==> src/rtl/uart_loader.sv <==
// Byte sink behind the command FSM: routes received UART bytes into parameter,
// mask or image-memory destinations and tracks the per-load byte counter.
module uart_loader #(
   parameter int MASK_BYTES = 11,
   parameter int ADDR_W     = 16
) (
   input  logic                    clk,
   input  logic                    rst,
   input  logic                    rx_dv,
   input  logic [7:0]              uart_in,
   input  logic [1:0]              uart_sel,
   input  logic [1:0]              para_sel,
   input  logic                    counter_rst,
   output logic [15:0]             counter,
   output logic [7:0]              n_val,
   output logic [7:0]              h_val,
   output logic [7:0]              w_val,
   output logic [7:0]              r_val,
   output logic [MASK_BYTES*8-1:0] mask,
   output logic [15:0]             input_len,
   output logic                    mem_we,
   output logic [ADDR_W-1:0]       mem_addr,
   output logic [7:0]              mem_wdata,
   output logic                    ovf
);

   localparam logic [1:0] SEL_IMAGE = 2'd1;
   localparam logic [1:0] SEL_PARAM = 2'd2;
   localparam logic [1:0] SEL_MASK  = 2'd3;

   logic acc;
   logic at_max;

   assign acc    = rx_dv && (uart_sel != 2'd0);
   assign at_max = (counter == 16'hFFFF);

   // NOTE: all state below uses non-blocking assignments so every route sees
   // the pre-increment counter value sampled at the same edge.
   always_ff @(posedge clk or negedge rst) begin
      if (!rst) begin
         counter <= '0;
         ovf     <= 1'b0;
      end else begin
         if (counter_rst)
            counter <= '0;
         else if (acc && !at_max)
            counter <= counter + 16'd1;
         if (acc && at_max)
            ovf <= 1'b1;
      end
   end

   always_ff @(posedge clk or negedge rst) begin
      if (!rst) begin
         n_val <= '0;
         h_val <= '0;
         w_val <= '0;
         r_val <= '0;
      end else if (acc && uart_sel == SEL_PARAM) begin
         case (para_sel)
            2'd0:    n_val <= uart_in;
            2'd1:    h_val <= uart_in;
            2'd2:    w_val <= uart_in;
            default: r_val <= uart_in;
         endcase
      end
   end

   // Bytes beyond MASK_BYTES match no slot and are dropped after counting.
   always_ff @(posedge clk or negedge rst) begin
      if (!rst) begin
         mask <= '0;
      end else if (acc && uart_sel == SEL_MASK) begin
         for (int k = 0; k < MASK_BYTES; k++) begin
            if (counter == 16'(k))
               mask[8*k +: 8] <= uart_in;
         end
      end
   end

   always_ff @(posedge clk or negedge rst) begin
      if (!rst)
         input_len <= '0;
      else
         input_len <= 16'(h_val) * 16'(w_val);
   end

   // The write is captured independently of counter_rst so the final byte of a
   // load still lands after the FSM has dropped back to IDLE.
   always_ff @(posedge clk or negedge rst) begin
      if (!rst) begin
         mem_we    <= 1'b0;
         mem_addr  <= '0;
         mem_wdata <= '0;
      end else begin
         mem_we <= acc && (uart_sel == SEL_IMAGE);
         if (acc && uart_sel == SEL_IMAGE) begin
            mem_addr  <= counter[ADDR_W-1:0];
            mem_wdata <= uart_in;
         end
      end
   end

endmodule

==> config.mk <==
export PLATFORM = sky130hd
export DESIGN_NAME = uart_loader
export DESIGN_NICKNAME = d
export VERILOG_FILES = /design/src/rtl/uart_loader.sv
export SDC_FILE = /design/constraint.sdc
export NUM_CORES = 1
export LEC_CHECK = 0
export ABC_AREA = 1
export BUFFER_PORTS_ARGS = -buffer_cell sky130_fd_sc_hd__buf_2
export CORE_ASPECT_RATIO = 1.4
export CORE_UTILIZATION = 32
export CTS_BUF_LIST = sky130_fd_sc_hd__clkbuf_4
export CTS_CLUSTER_DIAMETER = 40
export CTS_CLUSTER_SIZE = 10
export DETAILED_ROUTE_END_ITERATION = 10
export PLACE_DENSITY = 0.63
export SYNTH_ARGS = -nofsm -noshare
export SYNTH_HDL_FRONTEND = slang
export SYNTH_SLANG_ARGS = --single-unit
==> constraint.sdc <==
create_clock -name clk -period 8.3 [get_ports clk]
set_input_delay 1.245 -clock clk [delete_from_list [all_inputs] [get_ports clk]]
set_output_delay 1.245 -clock clk [all_outputs]
set_load 0.005 [all_outputs]
==> reports/metrics.yaml, run 1 <==
cts:
  tritoncts: "built"
  cts-htree-levels: 4
  postCtsSetupBuffers: 0
  hold_buffers: 0
  cts_buffer_depth: 2
  cts_buffers: 17
  clkTransAtPathRegs_ps: 150
  ctsResizeCount: 0
  cts_num_sinks: 178
  cts-root-buf: "clkbuf_4"
  clock_latency_ps: 610
power_and_ir_drop:
  p_sw_frac: 0.352
  p_per_area_nw_per_um2: 216
  clkPwrFrac: 0.246
  power_frac_seq: 0.462
  intPower_mw: 1.50
  total_power_mw: 2.31
  p_sw_mw: 0.812
  peakVddDrop_uv: 190
  power_frac_comb: 0.291
  p_leak_nw: 6.03
floorplanning:
  core_um2: 27800
  start_util: 0.328
  die-area_um2: 29200
  die_y_um: 202
  row_count: 72
  die_w_um: 145
  top_level_ports: 194
synthesis:
  syn_area_um2: 9140
  yosysWarnings: 0
  synthCells: 1035
  yosysSeqAreaShare: 0.487
  synthTopCellsByArea: "dfrtp_1 49%, nand2_1 12%, fa_1 7.9%, o21ai_0 7.9%, inv_1 5.5%"
  yosys.cell_types.count: 29
  syn_nets: 1127
  synth_area_leader_cell: "dfrtp_1"
  yosysTopAreaCellShare: 0.487
  synth.avg_cell_area_um2: 8.83
  ys_ff_latch: 178
setup_path:
  crit_path_start: "h_val[0]$_DFFE_PN0P_"
  crit_path_max_incr_delay_ps: 570
  worstPathArrival_ps: 4800
  critPathRequiredTime_ps: 8820
  criticalPathCategory: "flop to flop"
  worst_path_max_delay_cell: "dfrtp_1"
  path_common_cell: "fa_1"
  crit_path_start_kind: "flop"
  crit-reg2reg-launch: "h_val[0]$_DFFE_PN0P_"
  path_cells: "nand2_1 -> fa_1 -> fa_1 -> inv_1 -> fa_1 -> inv_1 -> fa_1 -> inv_1 -> ha_1 -> a21oi_1 -> nor2_1 -> o21ai_0 -> nand3_1 -> nand2_1 -> nand2_1"
  cp-end-kind: "flop"
  crit_path_max_fanout: 10
flow_run:
  maxCapViolations: 0
sta:
  worst_slew_pin_slew_ps: 1150
  setup-tns-final_ps: 0
  fin_skew_ps: 25.7
  final-hold-violation-count: 0
  setup_ws_ps: 4010
  fin_hold_ws_ps: 484
  post-route-period-util: 0.517
  relSlewSlack: 0.235
  slew_violations: 0
  finalSetupViolCount: 0
  period_needed_ps: 4290
  clock.fmax_mhz: 233
  rsz0062_at_grt: "no"
routing:
  drc: 0
  drt-wirelength-per-cell_um: 16.1
  dr.pass1.iters: 5
  drt-total-wl_mm: 25.6
  num_vias: 7286
  drtIter0Drc: 355
  routed_via_density: 4.60
  final_antenna_net_count: 0
layout:
  layout_commonest_cell: "nand2_1"
  area_growth_pct: 17.0
  multiInputGateArea_um2: 3930
  nets: 1291
  utilization: 0.384
  mostFrequentLayoutCells: "293 x nand2_1, 192 x buf_2, 178 x dfrtp_1"
  final-seq-area_um2: 4450
  layout-drive-gt1-share: 0.202
  stdcell_count: 1583
  postLayoutCellArea_um2: 10700
  layout.filler_cells: 2835
status:
  status: "complete, no violations"
placed_design:
  io_buffers: 193
  placed_area_um2: 10400
  dp_hpwl_mm: 19.1
  place_inst: 1550
  dp_slack_ps: 4030
  gp_congestion: 0.877
hold_path:
  hp-class: "flop to flop"
  holdCritStartpoint: "ovf$_DFFE_PN0P_"
grt:
  overflow: 0
  grt_pass1_wl_mm: 40.2
  grt_max_degree: 68
  track_usage: 0.184
  grt_pass1_vias: 7354
  grt_antenna_before_repair: 2
[worst max-delay path, delay by kind of cell, from the launching register on]
kind | cells | cell delay (ps)
AOI/OAI and AO/OA | 2 | 520
adders and majority gates | 5 | 2480
buffers and inverters | 3 | 150
DFF | 1 | 570
and+or+nand+nor | 5 | 470
[layer usage]
metal / up-vias / share of wire / routed length, µm / global-route usage
li1: 3584 / - / - / -
met1: 3473 / 0.40 / 10300 / 0.211
met2: 198 / 0.51 / 13000 / 0.322
met3: 29 / 0.065 / 1650 / 0.0538
met4: 2 / 0.023 / 580 / 0.0650
met5: - / 0.00051 / 13 / 0
[power by group through the flow]
| stage | clock network (mW) | registers [mW] | logic (mW) |
|---|---|---|---|
| after floorplan | 0 | 1.06 | 0.445 |
| after global placement | 0 | 1.08 | 0.674 |
| after detailed placement | 0 | 1.08 | 0.681 |
| after CTS | 0.590 | 1.07 | 0.686 |
| after global routing | 0.622 | 1.09 | 0.792 |
| final | 0.569 | 1.07 | 0.672 |
[kinds of logic after synthesis]
family                     Yosys count  share of synthesized area
and+or+nand+nor                    407                      0.189
buffers and inverters              187                     0.0820
DFF                                178                      0.487
AOI/OAI and AO/OA                  176                     0.0978
adders and majority gates           76                      0.134
xor gates and xnor gates            11                     0.0105
[registers in the layout, summed over array words and instances (netlist names)]
| name | cells |
|---|---|
| counter | 16 |
| mask | 88 |
| w_val | 8 |
| input_len | 16 |
| h_val | 8 |
| ovf | 1 |
| mem_wdata | 8 |
| r_val | 8 |
| mem_addr | 16 |
| n_val | 8 |
| mem_we | 1 |
[layout make-up]
cell class | instances | share of cell area
clock inverter | 14 | 0.0184
sequential | 178 | 0.417
clock buffer | 18 | 0.0126
antenna | 1 | 0.000234
tap | 370 | 0.0433
timing repair buffer | 195 | 0.0924
multi-input combinational | 670 | 0.368
inverter | 137 | 0.0481
[synthesized netlist by cell type, drive strengths merged]
library cell	count
nor2	50
nand3b	1
a21o	2
xnor2	2
nand2	294
o21ai	160
inv	137
dfrtp	178
a21oi	11
fa	36
buf	17
xor2	9
o21bai	2
nand4	19
nand3	41
nor3	2
o211ai	1
clkbuf	33
ha	40
[worst paths after layout]
kind                                           end  slack, ps  depth (start not counted)
max reg2reg                input_len[14]$_DFF_PN0_       4010                         15
min                                ovf$_DFFE_PN0P_        480                          1
max                        input_len[14]$_DFF_PN0_       4010                         15
min reg2reg                        ovf$_DFFE_PN0P_        480                          1
min in group asynchronous  mem_addr[8]$_DFFE_PN0P_        550                          1
max in group asynchronous      mask[8]$_DFFE_PN0P_       6490                          2
Note: power is estimated with default switching activity, not from simulation.
==> run 2, diff against run 1 <==
- clock period: 8.3 -> 4.15 ns (I/O delays scaled with it)
==> reports/metrics.yaml, run 2 (synthesized netlist as in run 1, its figures left out) <==
floorplanning:
  die-area_um2: 29200  # unchanged
  core_um2: 27800  # unchanged
  die_y_um: 202  # unchanged
  top_level_ports: 194  # unchanged
  row_count: 72  # unchanged
  start_util: 0.328  # unchanged
  die_w_um: 145  # unchanged
sta:
  worst_slew_pin_slew_ps: 1130  # was 1150 ps
  finalSetupViolCount: 0  # unchanged
  post-route-period-util: 0.948  # was 0.517
  final-hold-violation-count: 0  # unchanged
  clock.fmax_mhz: 254  # was 233 MHz
  slew_violations: 0  # unchanged
  period_needed_ps: 3930  # was 4290 ps
  relSlewSlack: 0.244  # was 0.235
  fin_skew_ps: 25.6  # was 25.7 ps
cts:
  cts-htree-levels: 4  # unchanged
  cts_num_sinks: 178  # unchanged
  cts_buffer_depth: 2  # unchanged
  clock_latency_ps: 640  # was 610 ps
  tritoncts: "built"  # unchanged
  cts-root-buf: "clkbuf_4"  # unchanged
  clkTransAtPathRegs_ps: 160  # was 150 ps
  cts_buffers: 17  # unchanged
  hold_buffers: 0  # unchanged
layout:
  mostFrequentLayoutCells: "293 x nand2_1, 192 x buf_2, 174 x dfrtp_1"  # was 293 x nand2_1, 192 x buf_2, 178 x dfrtp_1
  top_register: "mask"  # unchanged
  stdcell_count: 1599  # was 1,583
  largest_reg_flops: 88  # unchanged
  layout_commonest_cell: "nand2_1"  # unchanged
  layout-drive-gt1-share: 0.217  # was 0.202
  area_growth_pct: 18.3  # was 17.0%
  utilization: 0.388  # was 0.384
  layout.filler_cells: 2888  # was 2,835
  nets: 1307  # was 1,291
setup_path:
  crit_path_start_kind: "flop"  # unchanged
  cp-end-kind: "flop"  # unchanged
  crit_path_max_fanout: 7  # was 10
  criticalPathCategory: "flop to flop"  # unchanged
  critPathRequiredTime_ps: 4690  # was 8820 ps
  path_common_cell: "fa_1"  # unchanged
  worstPathArrival_ps: 4480  # was 4800 ps
  worst_path_max_delay_cell: "fa_1"  # was dfrtp_1
  crit_path_max_incr_delay_ps: 550  # was 570 ps
  path_cells: "buf_4 -> nand2_1 -> inv_1 -> fa_1 -> fa_1 -> fa_1 -> inv_1 -> fa_1 -> inv_1 -> ha_1 -> nand2_1 -> nor2_1 -> nand3_1 -> nand4_1 -> nand2_1"  # was nand2_1 -> fa_1 -> fa_1 -> inv_1 -> fa_1 -> inv_1 -> fa_1 -> inv_1 -> ha_1 -> a21oi_1 -> nor2_1 -> o21ai_0 -> nand3_1 -> nand2_1 -> nand2_1
power_and_ir_drop:
  peakVddDrop_uv: 261  # was 190 µV
  power_frac_seq: 0.456  # was 0.462
  power_frac_comb: 0.316  # was 0.291
  intPower_mw: 2.93  # was 1.50 mW
  p_sw_mw: 1.69  # was 0.812 mW
  p_sw_frac: 0.365  # was 0.352
  p_per_area_nw_per_um2: 427  # was 216 nW/µm²
  total_power_mw: 4.62  # was 2.31 mW
  clkPwrFrac: 0.228  # was 0.246
  p_leak_nw: 6.10  # was 6.03 nW
routing:
  drtIter0Drc: 415  # was 355
  drt-wirelength-per-cell_um: 16.1  # about the same
  final_antenna_net_count: 0  # unchanged
  drt-total-wl_mm: 25.8  # was 25.6 mm
  num_vias: 7468  # was 7,286
  routed_via_density: 4.67  # was 4.60
  dr.pass1.iters: 5  # unchanged
  drc: 0  # unchanged
grt:
  grt_antenna_before_repair: 1  # was 2
  grt_pass1_wl_mm: 40.7  # was 40.2 mm
  grt_max_degree: 99  # was 68
  track_usage: 0.187  # was 0.184
  grt_pass1_vias: 7492  # was 7,354
  overflow: 0  # unchanged
placed_design:
  place_inst: 1564  # was 1,550
  dp_hpwl_mm: 19.2  # was 19.1 mm
  io_buffers: 193  # unchanged
  gp_congestion: 0.864  # was 0.877
hold_path:
  hp-class: "primary input to asynchronous set/reset pin"  # was flop to flop
flow_run:
  maxCapViolations: 0  # unchanged
status:
  status: "complete, no violations"  # unchanged
run 2: cell types whose count changed in the layout (fill, tap and decap cells not counted), moves of 3 or more:
cell,before,now
buf_4,2,17
dfrtp_1,178,174
dfrtp_2,0,4
o21ai_0,144,140
o21ai_1,16,19
run 2: repair_timing:
item	CTS	global route
setup buffers	0	2
gates resized for setup	0	12
hold endpoints to repair	0	0
setup endpoints to repair	0	6
run 2: per-layer routing:
layer | global-route usage | vias to the layer above | wire (µm)
met4 | 0.0872 | 0 | 925
li1 | - | 3609 | -
met5 | 0 | - | 0
met3 | 0.0535 | 51 | 1620
met2 | 0.330 | 221 | 13200
met1 | 0.203 | 3587 | 10100
run 2: power groups by stage:
stage          clock, mW  sequential, mW  combinational (mW)
2_1_floorplan          0            2.12               0.890
4_1_cts             1.10            2.11                1.46
5_1_grt             1.15            2.14                1.70
3_5_place_dp           0            2.14                1.45
3_3_place_gp           0            2.13                1.41
6_report            1.05            2.11                1.46
run 2: final timing paths:
check | from | to | slack [ps] | cells past startpoint
worst max-delay path | w_val[4]$_DFFE_PN0P_ | input_len[12]$_DFF_PN0_ | 220 | 15
worst min-delay path | rst | n_val[4]$_DFFE_PN0P_ | 70 | 1
worst max register to register | w_val[4]$_DFFE_PN0P_ | input_len[12]$_DFF_PN0_ | 220 | 15
worst min register to register | ovf$_DFFE_PN0P_ | ovf$_DFFE_PN0P_ | 480 | 1
max in group asynchronous | rst | r_val[7]$_DFFE_PN0P_ | 3090 | 2
min in group clk | uart_sel[1] | mem_we$_DFF_PN0_ | 190 | 2
run 2: critical path: cells and delay by family, from the launching register on:
kind          cells  cell delay, ps
fa+ha+maj         5            2400
buf+inv           4             310
flops             1             490
simple gates      6             640
run 2: through the flow:
step	area [µm²]	hold slack (ps)	setup TNS [ps]	worst slack, ps
finish	10800	71.3	0	216
floorplan	9140	327	0	137
CTS	10800	45.0	0	69.8
global route	10800	85.4	-0.689	-0.689
detailed placement	10500	447	0	111
global placement	10500	440	0	131
run 2: final cells by class:
class / instances / area (µm²) / area share
antenna: 1 / 2.50 / 0.000232
clock buffer: 17 / 128 / 0.0118
clock inverter: 15 / 173 / 0.0160
inverter: 137 / 514 / 0.0476
multi-input combinational: 670 / 3950 / 0.365
sequential: 178 / 4460 / 0.413
tap: 370 / 463 / 0.0428
timing repair buffer: 211 / 1120 / 0.104
